`src/rtl/bcd_to_binary_14_if.sv`:
```
// Handshake and data bundle for bcd_to_binary_14.
//   start        : conversion request (driven by master)
//   TEN_THOUSAND : BCD ten-thousands digit, 0-3 (driven by master)
//   THOUSAND     : BCD thousands digit (driven by master)
//   HUNDREDS     : BCD hundreds digit (driven by master)
//   TENS         : BCD tens digit (driven by master)
//   ONES         : BCD ones digit (driven by master)
//   binary       : 14-bit converted value (driven by slave)
//   busy         : conversion in progress (driven by slave)
//   done         : one-cycle completion pulse (driven by slave)
//   error        : invalid digit or overflow on last conversion (driven by slave)
interface bcd_to_binary_14_if;
    logic        start;
    logic [1:0]  TEN_THOUSAND;
    logic [3:0]  THOUSAND;
    logic [3:0]  HUNDREDS;
    logic [3:0]  TENS;
    logic [3:0]  ONES;
    logic [13:0] binary;
    logic        busy;
    logic        done;
    logic        error;

    modport master (
        output start, TEN_THOUSAND, THOUSAND, HUNDREDS, TENS, ONES,
        input  binary, busy, done, error
    );

    modport slave (
        input  start, TEN_THOUSAND, THOUSAND, HUNDREDS, TENS, ONES,
        output binary, busy, done, error
    );
endinterface

```
`src/rtl/bcd_to_binary_14.sv`:
```
// Sequential BCD-to-binary converter: five latched BCD digits are folded into
// a 16-bit accumulator with one multiply-by-10-and-add per cycle, then the
// result is range-checked against the 14-bit output.
//   clk : system clock, rising edge
//   rst : asynchronous reset, active-low
//   bus : slave side of bcd_to_binary_14_if (start/digits in,
//         binary/busy/done/error out, all outputs registered)
module bcd_to_binary_14 (
    input  logic              clk,
    input  logic              rst,
    bcd_to_binary_14_if.slave bus
);
    localparam int unsigned N_DIGITS = 5;
    localparam int unsigned OUT_W    = 14;
    localparam int unsigned ACC_W    = 16;
    localparam int unsigned DIG_W    = 4;
    localparam int unsigned CNT_W    = 3;

    localparam logic [ACC_W-1:0] MAX_VAL  = ACC_W'(16383);
    localparam logic [DIG_W-1:0] MAX_DIG  = DIG_W'(9);
    localparam logic [CNT_W-1:0] LAST_CNT = CNT_W'(N_DIGITS - 1);

    typedef enum logic [1:0] {
        S_IDLE   = 2'd0,
        S_CONV   = 2'd1,
        S_FINISH = 2'd2
    } state_t;

    state_t                          r_state;
    logic [ACC_W-1:0]                r_acc;
    logic [CNT_W-1:0]                r_cnt;
    logic [N_DIGITS-1:0][DIG_W-1:0]  r_dig;
    logic                            r_pend_err;
    logic [OUT_W-1:0]                r_binary;
    logic                            r_busy;
    logic                            r_done;
    logic                            r_error;

    state_t                          w_state_n;
    logic [ACC_W-1:0]                w_acc_n;
    logic [CNT_W-1:0]                w_cnt_n;
    logic [N_DIGITS-1:0][DIG_W-1:0]  w_dig_n;
    logic                            w_pend_err_n;
    logic [OUT_W-1:0]                w_binary_n;
    logic                            w_busy_n;
    logic                            w_done_n;
    logic                            w_error_n;

    logic                            w_in_bad;
    logic [DIG_W-1:0]                w_cur_dig;
    logic [ACC_W-1:0]                w_acc_x10;

    // Any 4-bit input digit above 9 invalidates the whole conversion.
    assign w_in_bad = (bus.THOUSAND > MAX_DIG) || (bus.HUNDREDS > MAX_DIG) ||
                      (bus.TENS     > MAX_DIG) || (bus.ONES     > MAX_DIG);

    // Digit slot 4 holds ten-thousands so the fold runs most-significant first.
    always_comb begin
        w_cur_dig = '0;
        case (r_cnt)
            3'd0:    w_cur_dig = r_dig[4];
            3'd1:    w_cur_dig = r_dig[3];
            3'd2:    w_cur_dig = r_dig[2];
            3'd3:    w_cur_dig = r_dig[1];
            3'd4:    w_cur_dig = r_dig[0];
            default: w_cur_dig = '0;
        endcase
    end

    // acc*10 as shift-and-add; 16 bits cannot wrap for inputs up to 39999.
    assign w_acc_x10 = (r_acc << 3) + (r_acc << 1);

    // Next-state and next-output logic.
    always_comb begin
        w_state_n    = r_state;
        w_acc_n      = r_acc;
        w_cnt_n      = r_cnt;
        w_dig_n      = r_dig;
        w_pend_err_n = r_pend_err;
        w_binary_n   = r_binary;
        w_busy_n     = r_busy;
        w_done_n     = 1'b0;
        w_error_n    = r_error;

        case (r_state)
            S_IDLE: begin
                if (bus.start) begin
                    w_dig_n      = {DIG_W'(bus.TEN_THOUSAND), bus.THOUSAND,
                                    bus.HUNDREDS, bus.TENS, bus.ONES};
                    w_acc_n      = '0;
                    w_cnt_n      = '0;
                    w_busy_n     = 1'b1;
                    w_pend_err_n = w_in_bad;
                    // Bad digits skip the fold and report straight away.
                    w_state_n    = w_in_bad ? S_FINISH : S_CONV;
                end
            end
            S_CONV: begin
                w_acc_n = w_acc_x10 + ACC_W'(w_cur_dig);
                w_cnt_n = r_cnt + CNT_W'(1);
                if (r_cnt == LAST_CNT) begin
                    w_state_n = S_FINISH;
                end
            end
            S_FINISH: begin
                if (r_pend_err || (r_acc > MAX_VAL)) begin
                    w_binary_n = '0;
                    w_error_n  = 1'b1;
                end else begin
                    w_binary_n = r_acc[OUT_W-1:0];
                    w_error_n  = 1'b0;
                end
                w_done_n  = 1'b1;
                w_busy_n  = 1'b0;
                w_state_n = S_IDLE;
            end
            default: begin
                w_state_n = S_IDLE;
                w_busy_n  = 1'b0;
            end
        endcase
    end

    // State and output registers.
    always_ff @(posedge clk or negedge rst) begin
        if (!rst) begin
            r_state    <= S_IDLE;
            r_acc      <= '0;
            r_cnt      <= '0;
            r_dig      <= '0;
            r_pend_err <= 1'b0;
            r_binary   <= '0;
            r_busy     <= 1'b0;
            r_done     <= 1'b0;
            r_error    <= 1'b0;
        end else begin
            r_state    <= w_state_n;
            r_acc      <= w_acc_n;
            r_cnt      <= w_cnt_n;
            r_dig      <= w_dig_n;
            r_pend_err <= w_pend_err_n;
            r_binary   <= w_binary_n;
            r_busy     <= w_busy_n;
            r_done     <= w_done_n;
            r_error    <= w_error_n;
        end
    end

    assign bus.binary = r_binary;
    assign bus.busy   = r_busy;
    assign bus.done   = r_done;
    assign bus.error  = r_error;
endmodule

```
`src/flat_wrapper.sv`:
```
// flat-port wrapper written by rule: the top's interface ports become plain ports
module bcd_to_binary_14_flat 
  (clk, rst, bus_start, bus_TEN_THOUSAND, bus_THOUSAND, bus_HUNDREDS, bus_TENS, bus_ONES, bus_binary, bus_busy, bus_done, bus_error);
  bcd_to_binary_14_if bus_i ();
  input  logic clk;
  input  logic rst;
  input wire logic [$bits(bus_i.start)-1:0] bus_start;
  input wire logic [$bits(bus_i.TEN_THOUSAND)-1:0] bus_TEN_THOUSAND;
  input wire logic [$bits(bus_i.THOUSAND)-1:0] bus_THOUSAND;
  input wire logic [$bits(bus_i.HUNDREDS)-1:0] bus_HUNDREDS;
  input wire logic [$bits(bus_i.TENS)-1:0] bus_TENS;
  input wire logic [$bits(bus_i.ONES)-1:0] bus_ONES;
  output wire logic [$bits(bus_i.binary)-1:0] bus_binary;
  output wire logic [$bits(bus_i.busy)-1:0] bus_busy;
  output wire logic [$bits(bus_i.done)-1:0] bus_done;
  output wire logic [$bits(bus_i.error)-1:0] bus_error;
  assign bus_i.start = bus_start;
  assign bus_i.TEN_THOUSAND = bus_TEN_THOUSAND;
  assign bus_i.THOUSAND = bus_THOUSAND;
  assign bus_i.HUNDREDS = bus_HUNDREDS;
  assign bus_i.TENS = bus_TENS;
  assign bus_i.ONES = bus_ONES;
  assign bus_binary = bus_i.binary;
  assign bus_busy = bus_i.busy;
  assign bus_done = bus_i.done;
  assign bus_error = bus_i.error;
  bcd_to_binary_14 u_core (.clk(clk), .rst(rst), .bus(bus_i));
endmodule
```
`config.mk`:
```
export PLATFORM = sky130hd
export DESIGN_NAME = bcd_to_binary_14_flat
export DESIGN_NICKNAME = d
export VERILOG_FILES = /design/src/rtl/bcd_to_binary_14_if.sv /design/src/rtl/bcd_to_binary_14.sv /design/src/flat_wrapper.sv
export SDC_FILE = /design/constraint.sdc
export NUM_CORES = 1
export LEC_CHECK = 0
export CORE_UTILIZATION = 51
export CTS_CLUSTER_DIAMETER = 120
export CTS_CLUSTER_SIZE = 24
export DETAILED_ROUTE_END_ITERATION = 12
export PLACE_DENSITY = 0.77
export SETUP_SLACK_MARGIN = 0.02
export SLEW_MARGIN = 10
export SYNTH_ARGS = -nofsm -noshare
export SYNTH_HDL_FRONTEND = slang
export SYNTH_SLANG_ARGS = --single-unit
export TNS_END_PERCENT = 50
```
`constraint.sdc`:
```
create_clock -name clk -period 2.8 [get_ports clk]
set_input_delay 0.7 -clock clk [delete_from_list [all_inputs] [get_ports clk]]
set_output_delay 0.7 -clock clk [all_outputs]
set_load 0.03 [all_outputs]
```
==> key figures <==
Setup path
  – Arr. time, crit path: 3.38 ns
  – Crit path max-delay cell type: dfrtp_1
  – Most frequent CP cell: ha_4
  – Crit-path cells: buf_6 > ha_4 > a222oi_1 > o21ai_1 > a21oi_1 > nor2_1 > ha_2 > ha_4 > inv_2 > fa_2 > nor2b_4 > o31ai_4 > a21oi_2 > or3_1 > a32o_1
  – Startpoint types: register
  – Kind of cell adding the most delay to the critical path: compound AO/OA/AOI/OAI gates
  – Req. time, crit path: 3.02 ns
  – CP Capture Type: register
  – Crit-path max cell delay: 0.42 ns
  – Crit Path Category: register to register
  – Buf/Inv on CP: 2
  – Worst-path fanout max: 5
  – Worst setup path startpoint: u_core.r_cnt[0]
  – R2R Path Start: u_core.r_cnt[0]

Final layout
  – Area of the multi-input gates: 1780 um2
  – Fin util: 67.6%
  – Fill cell total of the finished layout: 479
  – Nets: 449
  – Antenna Cells: 0
  – FF/Latch Area: 1430 um2
  – Share of layout cells above drive strength 1: 15.8%
  – Area grow syn2layout: 25.3%
  – Most common cell after layout, fill and taps aside: nand2_1
  – Commonest cells after routing, fill and taps aside: nand2_1 (67), dfrtp_1 (57), clkdlybuf4s50_1 (36)

Synth
  – Mux cell area share after synthesis: 0.308%
  – Sequential-to-total area share from yosys stat: 43.9%
  – Mapped cell area: 3250 um2
  – Synth unique cells: 53
  – Main combinational cell family by area after synthesis: simple AND/OR/NAND/NOR gates
  – Mean Syn Cell Area: 9.56 um2
  – Post-synth EDFFs: 0
  – Compound-Gate Fraction of Synth Area: 18.7%
  – Simple-gate portion of the synthesized area: 18.9%
  – Post-Synth XOR/XNOR Area: 1.62%
  – Post-Synth Adder-Cell Area: 13.2%
  – Syn Inst Count: 340
  – Syn Nets: 394
  – Main synth FF type: dfrtp_1
  – Seq cells post-synth: 57
  – Synth warn: 0
  – Synth async-reset ratio: 100%

Timing
  – Hold Fails Final Rpt: 0
  – Part of the cycle the worst path needs: 113%
  – Min Hold Slack: 0.370 ns
  – Final Max Slew Viols: 0
  – Fmax: 317 MHz
  – RSZ-0062 raised after global routing: true
  – Slew HR: 50.1%
  – Worst Clk Skew: 0.00728 ns
  – Final setup violation count: 10
  – Worst slew pin tran: 0.749 ns
  – Final Critical Period: 3.15 ns
  – Post-route setup slack: -0.354 ns

Global route
  – Total GRT Usage: 25.9%
  – GRT overflow: 0
  – Number of global-route vias before repair: 2723
  – Initial antenna violation count: 0
  – First-pass GRT wire length: 13000 um
  – Largest net degree at the start of global routing: 30

Placed design
  – DP HPWL: 5430 um
  – GPL Wtd Cong: 0.942
  – Count of buffers from port buffering: 37

Route
  – DRC errors left: 0
  – Initial DRC Count: 190
  – Initial DRT Pass Iterations: 5
  – Final wirelength: 7560 um
  – Drt via density: 5.86
  – Antenna-violating nets left: 0
  – Routed vias: 2777
  – Wire per inst: 16.0 um

Power
  – Leakage: 1.99 nW
  – Clock Power Share: 21.4%
  – Combinational power share: 41.6%
  – P per Cell Area: 810 nW/um2
  – Power Internal: 2.03 mW
  – Power consumption: 3.30 mW
  – Sequential share of power: 37.0%
  – Sw Ratio: 38.3%
  – Switching pwr: 1.26 mW
  – Peak supply drop: 0.461 mV

Clock tree
  – H-tree levels: 3
  – Clock slew at reported path FFs: 0.06 ns
  – CTS Buffer Depth: 2
  – CTS Hold Bufs: 0
  – Clk Latency, worst-skew pair: 0.34 ns
  – CTS Buf Count: 9
  – Root Driver: clkbuf_8
  – CTS tree: yes
  – Clock Sinks: 57

Run status
  – Status: finished with violations
  – Failing checks: setup timing

Min path
  – Hold WC Path Type: input pin to async pin

Die
  – Total die area: 6690 um2
  – Die width: 81.8 um
  – IO Count: 38
  – CORE AREA: 6030 um2
  – Floorplan row count: 28
  – Initial Utilization: 53.9%
  – Die height: 81.8 um

Flow run
  – Maxcap violations: 0
## cell usage after synthesis, drive strengths merged, types with 2 or more instances
| cell type | number | area, um2 |
|---|---|---|
| nand2 | 67 | 251 |
| dfrtp | 57 | 1430 |
| ha | 31 | 388 |
| o21ai | 26 | 130 |
| nand3 | 19 | 95.1 |
| a22o | 15 | 131 |
| clkbuf | 14 | 52.6 |
| nor2 | 14 | 52.6 |
| a21oi | 13 | 65.1 |
| inv | 12 | 45.0 |
| a21o | 5 | 38.8 |
| o31ai | 5 | 51.3 |
| nand4 | 4 | 25.0 |
| nor3 | 4 | 20.0 |
| a32o | 3 | 30.0 |
| and2 | 3 | 21.3 |
| nand2b | 3 | 18.8 |
| or3 | 3 | 18.8 |
| xnor2 | 3 | 26.3 |
| xor2 | 3 | 26.3 |
| a21boi | 2 | 18.8 |
| a222oi | 2 | 20.0 |
| a311oi | 2 | 17.5 |
| a32oi | 2 | 17.5 |
| and3 | 2 | 13.8 |
| buf | 2 | 12.5 |
| fa | 2 | 40.0 |
| nor2b | 2 | 12.5 |
| nor3b | 2 | 15.0 |
| nor4 | 2 | 18.8 |
| or2b | 2 | 17.5 |
## sequential cells by signal, summed over array words and instances (netlist names)
| signal | count |
|---|---|
| u_core.bus.busy | 1 |
| u_core.r_pend_err | 1 |
| u_core.r_dig | 18 |
| u_core.r_cnt | 3 |
| u_core.bus.error | 1 |
| u_core.r_acc | 16 |
| u_core.bus.binary | 14 |
| u_core.r_state | 2 |
| u_core.bus.done | 1 |
## cell families (layout without fill, tap and decap cells)
| group | after synthesis | count (layout) |
|---|---|---|
| flops | 57 | 57 |
| xor+xnor | 6 | 6 |
| simple gates | 131 | 131 |
| fa+ha+maj | 33 | 33 |
| buf+inv | 28 | 87 |
| compound gates | 84 | 84 |
| mux | 1 | 1 |
## repair_timing
item | CTS | global route
pin swaps | 12 | 0
setup endpoints to repair | 11 | 12
resized for setup | 15 | 2
setup buffers | 4 | 0
## metal layers
layer,vias to the layer above,track usage [%],part of all wire [%]
met2,83,41.9,48
met5,-,0,0
met4,0,8.60,1.6
met3,12,7.22,4.8
met1,1343,33.1,46
li1,1339,-,-
## worst paths after layout
check / end / depth (start not counted) / slack [ns]
min in group clk: u_core.r_dig[9] / 2 / 0.49
worst min-delay path: u_core.bus.binary[1] / 1 / 0.37
worst min register to register: u_core.r_dig[9] / 2 / 0.49
worst max-delay path: u_core.r_acc[14] / 15 / -0.35
max in group asynchronous: u_core.r_acc[13] / 2 / 1.76
worst max register to register: u_core.r_acc[14] / 15 / -0.35
## metrics by stage
stage | TNS [ns] | instances | cell area [um2] | worst slack [ns]
after floorplan | -0.824 | 340 | 3270 | -0.195
after global placement | -1.37 | 455 | 3800 | -0.263
after detailed placement | -2.59 | 455 | 3800 | -0.409
after CTS | -2.09 | 474 | 4070 | -0.326
after global routing | -3.90 | 474 | 4070 | -0.496
final | -2.38 | 474 | 4070 | -0.354
## cell type report
cell class | instances | area share [%]
clock buffers | 13 | 4.15
clock inverters | 2 | 0.307
inverters | 12 | 1.11
multi-input cells | 255 | 43.8
flip-flops and latches | 57 | 35.0
well taps | 75 | 2.30
repair buffers | 60 | 13.3
## power groups by stage
| stage | combinational, mW | sequential (mW) | clock (mW) |
|---|---|---|---|
| 2_1_floorplan | 0.849 | 1.22 | 0 |
| 3_3_place_gp | 1.22 | 1.22 | 0 |
| 3_5_place_dp | 1.27 | 1.22 | 0 |
| 4_1_cts | 1.36 | 1.21 | 0.717 |
| 5_1_grt | 1.54 | 1.24 | 0.756 |
| 6_report | 1.37 | 1.22 | 0.706 |
No activity file was read; power rests on OpenSTA's default activity.
==> patch 1, RTL diff (same flow settings) <==
Reset style: synchronous (`rst`), changed in one clocked block. Comments in the files are not updated.
--- a/src/rtl/bcd_to_binary_14.sv
+++ b/src/rtl/bcd_to_binary_14.sv
@@ -122,7 +122,7 @@
     end
 
     // State and output registers.
-    always_ff @(posedge clk or negedge rst) begin
+    always_ff @(posedge clk) begin
         if (!rst) begin
             r_state    <= S_IDLE;
             r_acc      <= '0;
Formal check against the unedited RTL: differs if rst is asserted again (counterexample within 4 cycles, from zero or initial values and one cycle with rst low); with rst held inactive, the same outputs for 10 cycles.
==> patch 1 against the unedited design <==
  * Setup slack better by 53 ps
  * Cell count rose by 1.7%
  * Area after synthesis down 9.5%
  * Routed wire length shrank 0.98%
  * Clock skew rose by 1.9 ps
  * Via count fell by 2.1%
  * Final area decreased by 2.2%
  * Highest routed layer unchanged
  * The run still ends with setup timing left
  * Global-route usage is 0.45 points higher
  * Sequential share of layout area fell by 6.1 points
  * Non-clock buffer count up 2
  * Sequential cell count is the same
  * Count of clock-buffer cells in the layout down 4
Power is not compared: it rests on default switching activity, and its combinational part moved more than twofold at a synthesized area within 25%.
==> patch 1: results <==
group,metric,value,unit
timing,slew-limit-headroom,46.55,%
clock_network,cts_buffer_depth,2,
clock_network,cts_setup_buffers,5,
hold_path,hold_path_class,"flip-flop to flip-flop",
timing,skew,9.207,ps
timing,setup_violations,10,
final_layout,regMostFlops,"u_core.r_dig",
pwr,p_leak,0.001553,µW
final_layout,buf_share,14.30,%
logic_synthesis,netlist_top_cells_area,"dfxtp_1, ha_1, nand2_1",
logic_synthesis,syn_nets,403,
placement,post_dp_cell_area,3558,µm²
status,status,"finished, violations left",
routing,wire_per_inst,15.54,µm
final_layout,num-multi-input-gates,264,
global_route,met1_usage,31.15,%
timing,setup_tns,-1532,ps
placement,hpwlAfterDp,5039,µm
logic_synthesis,yosysSeqAreaShare,38.83,%
final_layout,nNonClkBuffers,62,
status,violations,"setup timing",
final_layout,layout.non_clock_inverters,11,
setup_path,slowest_stage,"dfxtp_4",
final_layout,drive_gt1_share,18.78,%
routing,avgViaCountPerCell,5.643,
routing,vias,2720,
global_route,use_met2,45.13,%
logic_synthesis,synth_compound_area_share,21.16,%
setup_path,worstPathArrival,3340,ps
setup_path,crit_path_max_incr_delay,400,ps
logic_synthesis,yosys-top-cells-count,"dfxtp_1, nand2_1, nor2_1, a21oi_1, ha_1",
routing,first_iter_violations,130,
final_layout,seq_share,28.89,%
logic_synthesis,async_flop_share,0,%
placement,place_congestion,0.9664,
final_layout,final_area,3980,µm²
logic_synthesis,synth_adder_area_share,14.56,%
final_layout,seq_cells,57,
logic_synthesis,muxShareOfSynthArea,0,%
final_layout,nets,459,
global_route,grt_pass1_wl,12410,µm
global_route,grt_max_degree,36,
final_layout,fillers,420,
global_route,grt.total_usage,26.32,%
placement,place_ws,-343.5,ps
routing,ant_nets,0,
floorplanning,rows,27,
final_layout,multi_input_area_share,47.88,%
timing,fin_ws,-301.2,ps
global_route,grtUsageMet3,6.824,%
logic_synthesis,synth_cell_type_count,42,
patch 1: per-layer routing:
layer / share of wire (%) / up-vias
met5: 0 / -
met4: 2.7 / 0
met3: 6.0 / 21
met2: 49 / 85
met1: 42 / 1267
li1: - / 1347
patch 1: final timing paths:
check | startpoint | to | slack, ps | depth (start not counted)
setup / recovery | u_core.r_cnt[0] | u_core.r_acc[14] | -300 | 16
hold / removal | u_core.r_dig[5] | u_core.r_dig[5] | 470 | 2
setup reg to reg | u_core.r_cnt[0] | u_core.r_acc[14] | -300 | 16
hold reg to reg | u_core.r_dig[5] | u_core.r_dig[5] | 470 | 2
patch 1: power groups by stage:
stage / combinational, µW / sequential [µW] / clock [µW]
2_1_floorplan: 83.0 / 869 / 0
3_3_place_gp: 153 / 868 / 0
3_5_place_dp: 155 / 869 / 0
4_1_cts: 159 / 851 / 862
5_1_grt: 176 / 853 / 902
6_report: 159 / 852 / 853
==> patch 2, RTL diff (same settings) <==
Made on the original files. Re-encode `state_t` (3 states) as one-hot, 3 bits wide.
--- a/src/rtl/bcd_to_binary_14.sv
+++ b/src/rtl/bcd_to_binary_14.sv
@@ -20,10 +20,10 @@
     localparam logic [DIG_W-1:0] MAX_DIG  = DIG_W'(9);
     localparam logic [CNT_W-1:0] LAST_CNT = CNT_W'(N_DIGITS - 1);
 
-    typedef enum logic [1:0] {
-        S_IDLE   = 2'd0,
-        S_CONV   = 2'd1,
-        S_FINISH = 2'd2
+    typedef enum logic [2:0] {
+        S_IDLE   = 3'b001,
+        S_CONV   = 3'b010,
+        S_FINISH = 3'b100
     } state_t;
 
     state_t                          r_state;
Formal check against the unedited RTL: no difference found for any inputs over 10 cycles, from zero or initial values and one cycle with rst low; not proved beyond that.
==> patch 2 against the unedited design <==
  * The run still ends with setup timing left
  * Area after synthesis rose by 3.0%
  * Setup slack got worse by 26 ps
  * Maximum frequency fell by 0.81%
  * Sequential cell count rose by 1
  * Final area rose by 4.6%
  * Routed wire length rose by 2.6%
  * Via count rose by 1.4%
  * Sequential share of layout area fell by 0.86 points
  * Largest cell class unchanged
  * Highest routed layer unchanged
Power is not compared: it rests on default switching activity, and its combinational part moved more than twofold at a synthesized area within 25%.
==> patch 2: results <==
group,metric,value,unit
status,status,"finished, violations left",
status,violations,"setup timing",
timing,slew-limit-headroom,38.29,%
timing,setup_violations,11,
clock_network,cts_buffer_depth,2,
logic_synthesis,syn_nets,398,
pwr,p_leak,0.002014,µW
global_route,grt.total_usage,24.06,%
routing,dr.pass1.iters,5,
final_layout,nets,451,
global_route,grt_max_degree,33,
setup_path,worstPathMaxFanout,5,
hold_path,hold_path_class,"input pin to asynchronous set/reset pin",
placement,place_congestion,0.8707,
final_layout,fillers,489,
logic_synthesis,netlist_top_cells_area,"dfrtp_1, ha_1, nand2_1",
timing,setup_tns,-2955,ps
routing,avgViaCountPerCell,5.877,
logic_synthesis,synth_warnings,0,
clock_network,cts_root_buf,"clkbuf_8",
final_layout,stdcell_count,479,
logic_synthesis,async_flop_share,100.0,%
placement,dp.cells,453,
routing,wire_per_inst,16.20,µm
clock_network,htreeDepth,3,
clock_network,clk_pin_slew,60,ps
pwr,max-vdd-ir-drop,354.9,µV
setup_path,crit_start,"u_core.r_cnt[0]",
timing,fin_ws,-379.5,ps
placement,place_ws,-412.9,ps
logic_synthesis,yosys-top-cells-count,"nand2_1, dfrtp_1, ha_1, o21ai_0, a22o_1",
placement,numPortBuffers,37,
logic_synthesis,yosysSeqAreaShare,43.40,%
timing,skew,6.645,ps
final_layout,drive_gt1_share,18.16,%
clock_network,insertion_delay,350,ps
final_layout,n_antenna_cell,0,
final_layout,regMostFlops,"u_core.r_dig",
setup_path,worstPathArrival,3430,ps
global_route,grt_pass1_vias,2796,
routing,first_iter_violations,217,
global_route,grt_pass1_wl,13150,µm
logic_synthesis,syn_inst,344,
logic_synthesis,synth_cell_type_count,55,
final_layout,largest_reg_flops,18,
global_route,antenna_found_initial,0,
clock_network,numCtsBuffers,9,
placement,hpwlAfterDp,5305,µm
logic_synthesis,synth_top_area_cell,"dfrtp_1",
## patch 2: path summary, 6_finish.rpt
kind                                          end  slack, ps  cells after the start
min in group clk                 u_core.r_dig[13]        480                      2
worst min register to register   u_core.r_dig[13]        480                      2
max in group asynchronous       u_core.r_state[0]       1780                      2
worst min-delay path              u_core.r_acc[5]        370                      1
worst max register to register   u_core.r_acc[13]       -380                     14
worst max-delay path             u_core.r_acc[13]       -380                     14
## patch 2: per-layer routing
metal  part of all wire (%)  global-route usage (%)  routed length, µm
met2                     49                   39.57               3769
met1                     44                   30.06               3401
met4                    3.4                   13.32                263
met5                      0                       0                  0
met3                    4.2                   4.175                325
## patch 2: cell families (layout without fill, tap and decap cells)
logic type,Yosys count,count (layout),synth area share (%)
compound gates,93,93,19.85
xor+xnor,6,6,1.570
fa+ha+maj,33,33,12.79
buf+inv,33,91,4.785
flops,58,58,43.40
simple gates,121,121,17.61
## patch 2: cell type report
type / count / area (µm²) / share of cell area (%)
multi-input combinational: 253 / 1898 / 44.58
sequential: 58 / 1455 / 34.18
timing repair buffer: 63 / 584.3 / 13.72
clock buffer: 13 / 158.9 / 3.732
tap: 77 / 96.34 / 2.263
inverter: 12 / 50.05 / 1.175
clock inverter: 3 / 15.01 / 0.3526
## patch 2: critical path: stages, from the launching register on
cell	delay [ps]
dfrtp_2	480
buf_6	150
ha_4	180
buf_4	130
a222oi_1	380
o21ai_1	110
and2_1	150
ha_1	190
ha_2	180
a21o_1	210
and4_4	210
buf_6	110
o21a_4	230
o21a_1	170
o31ai_1	220
## patch 2: through the flow
step	instance area (µm²)	utilization, %
2_1_floorplan	3366	-
3_3_place_gp	3849	60.61
3_5_place_dp	3849	60.61
4_1_cts	4156	65.46
5_1_grt	4258	67.05
6_report	4258	67.05
## patch 2: power breakdown
group / internal (µW) / total [µW] / switching, µW
clock: 365 / 688 / 323
combinational: 170 / 384 / 214
sequential: 949 / 1030 / 82.0
total: 1480 / 2100 / 619
## patch 2: repair_timing
item	CTS	global route
setup buffers	7	3
gates resized for setup	19	20
gates cloned	0	0
endpoints found under the setup margin	11	11
pin swaps	9	11
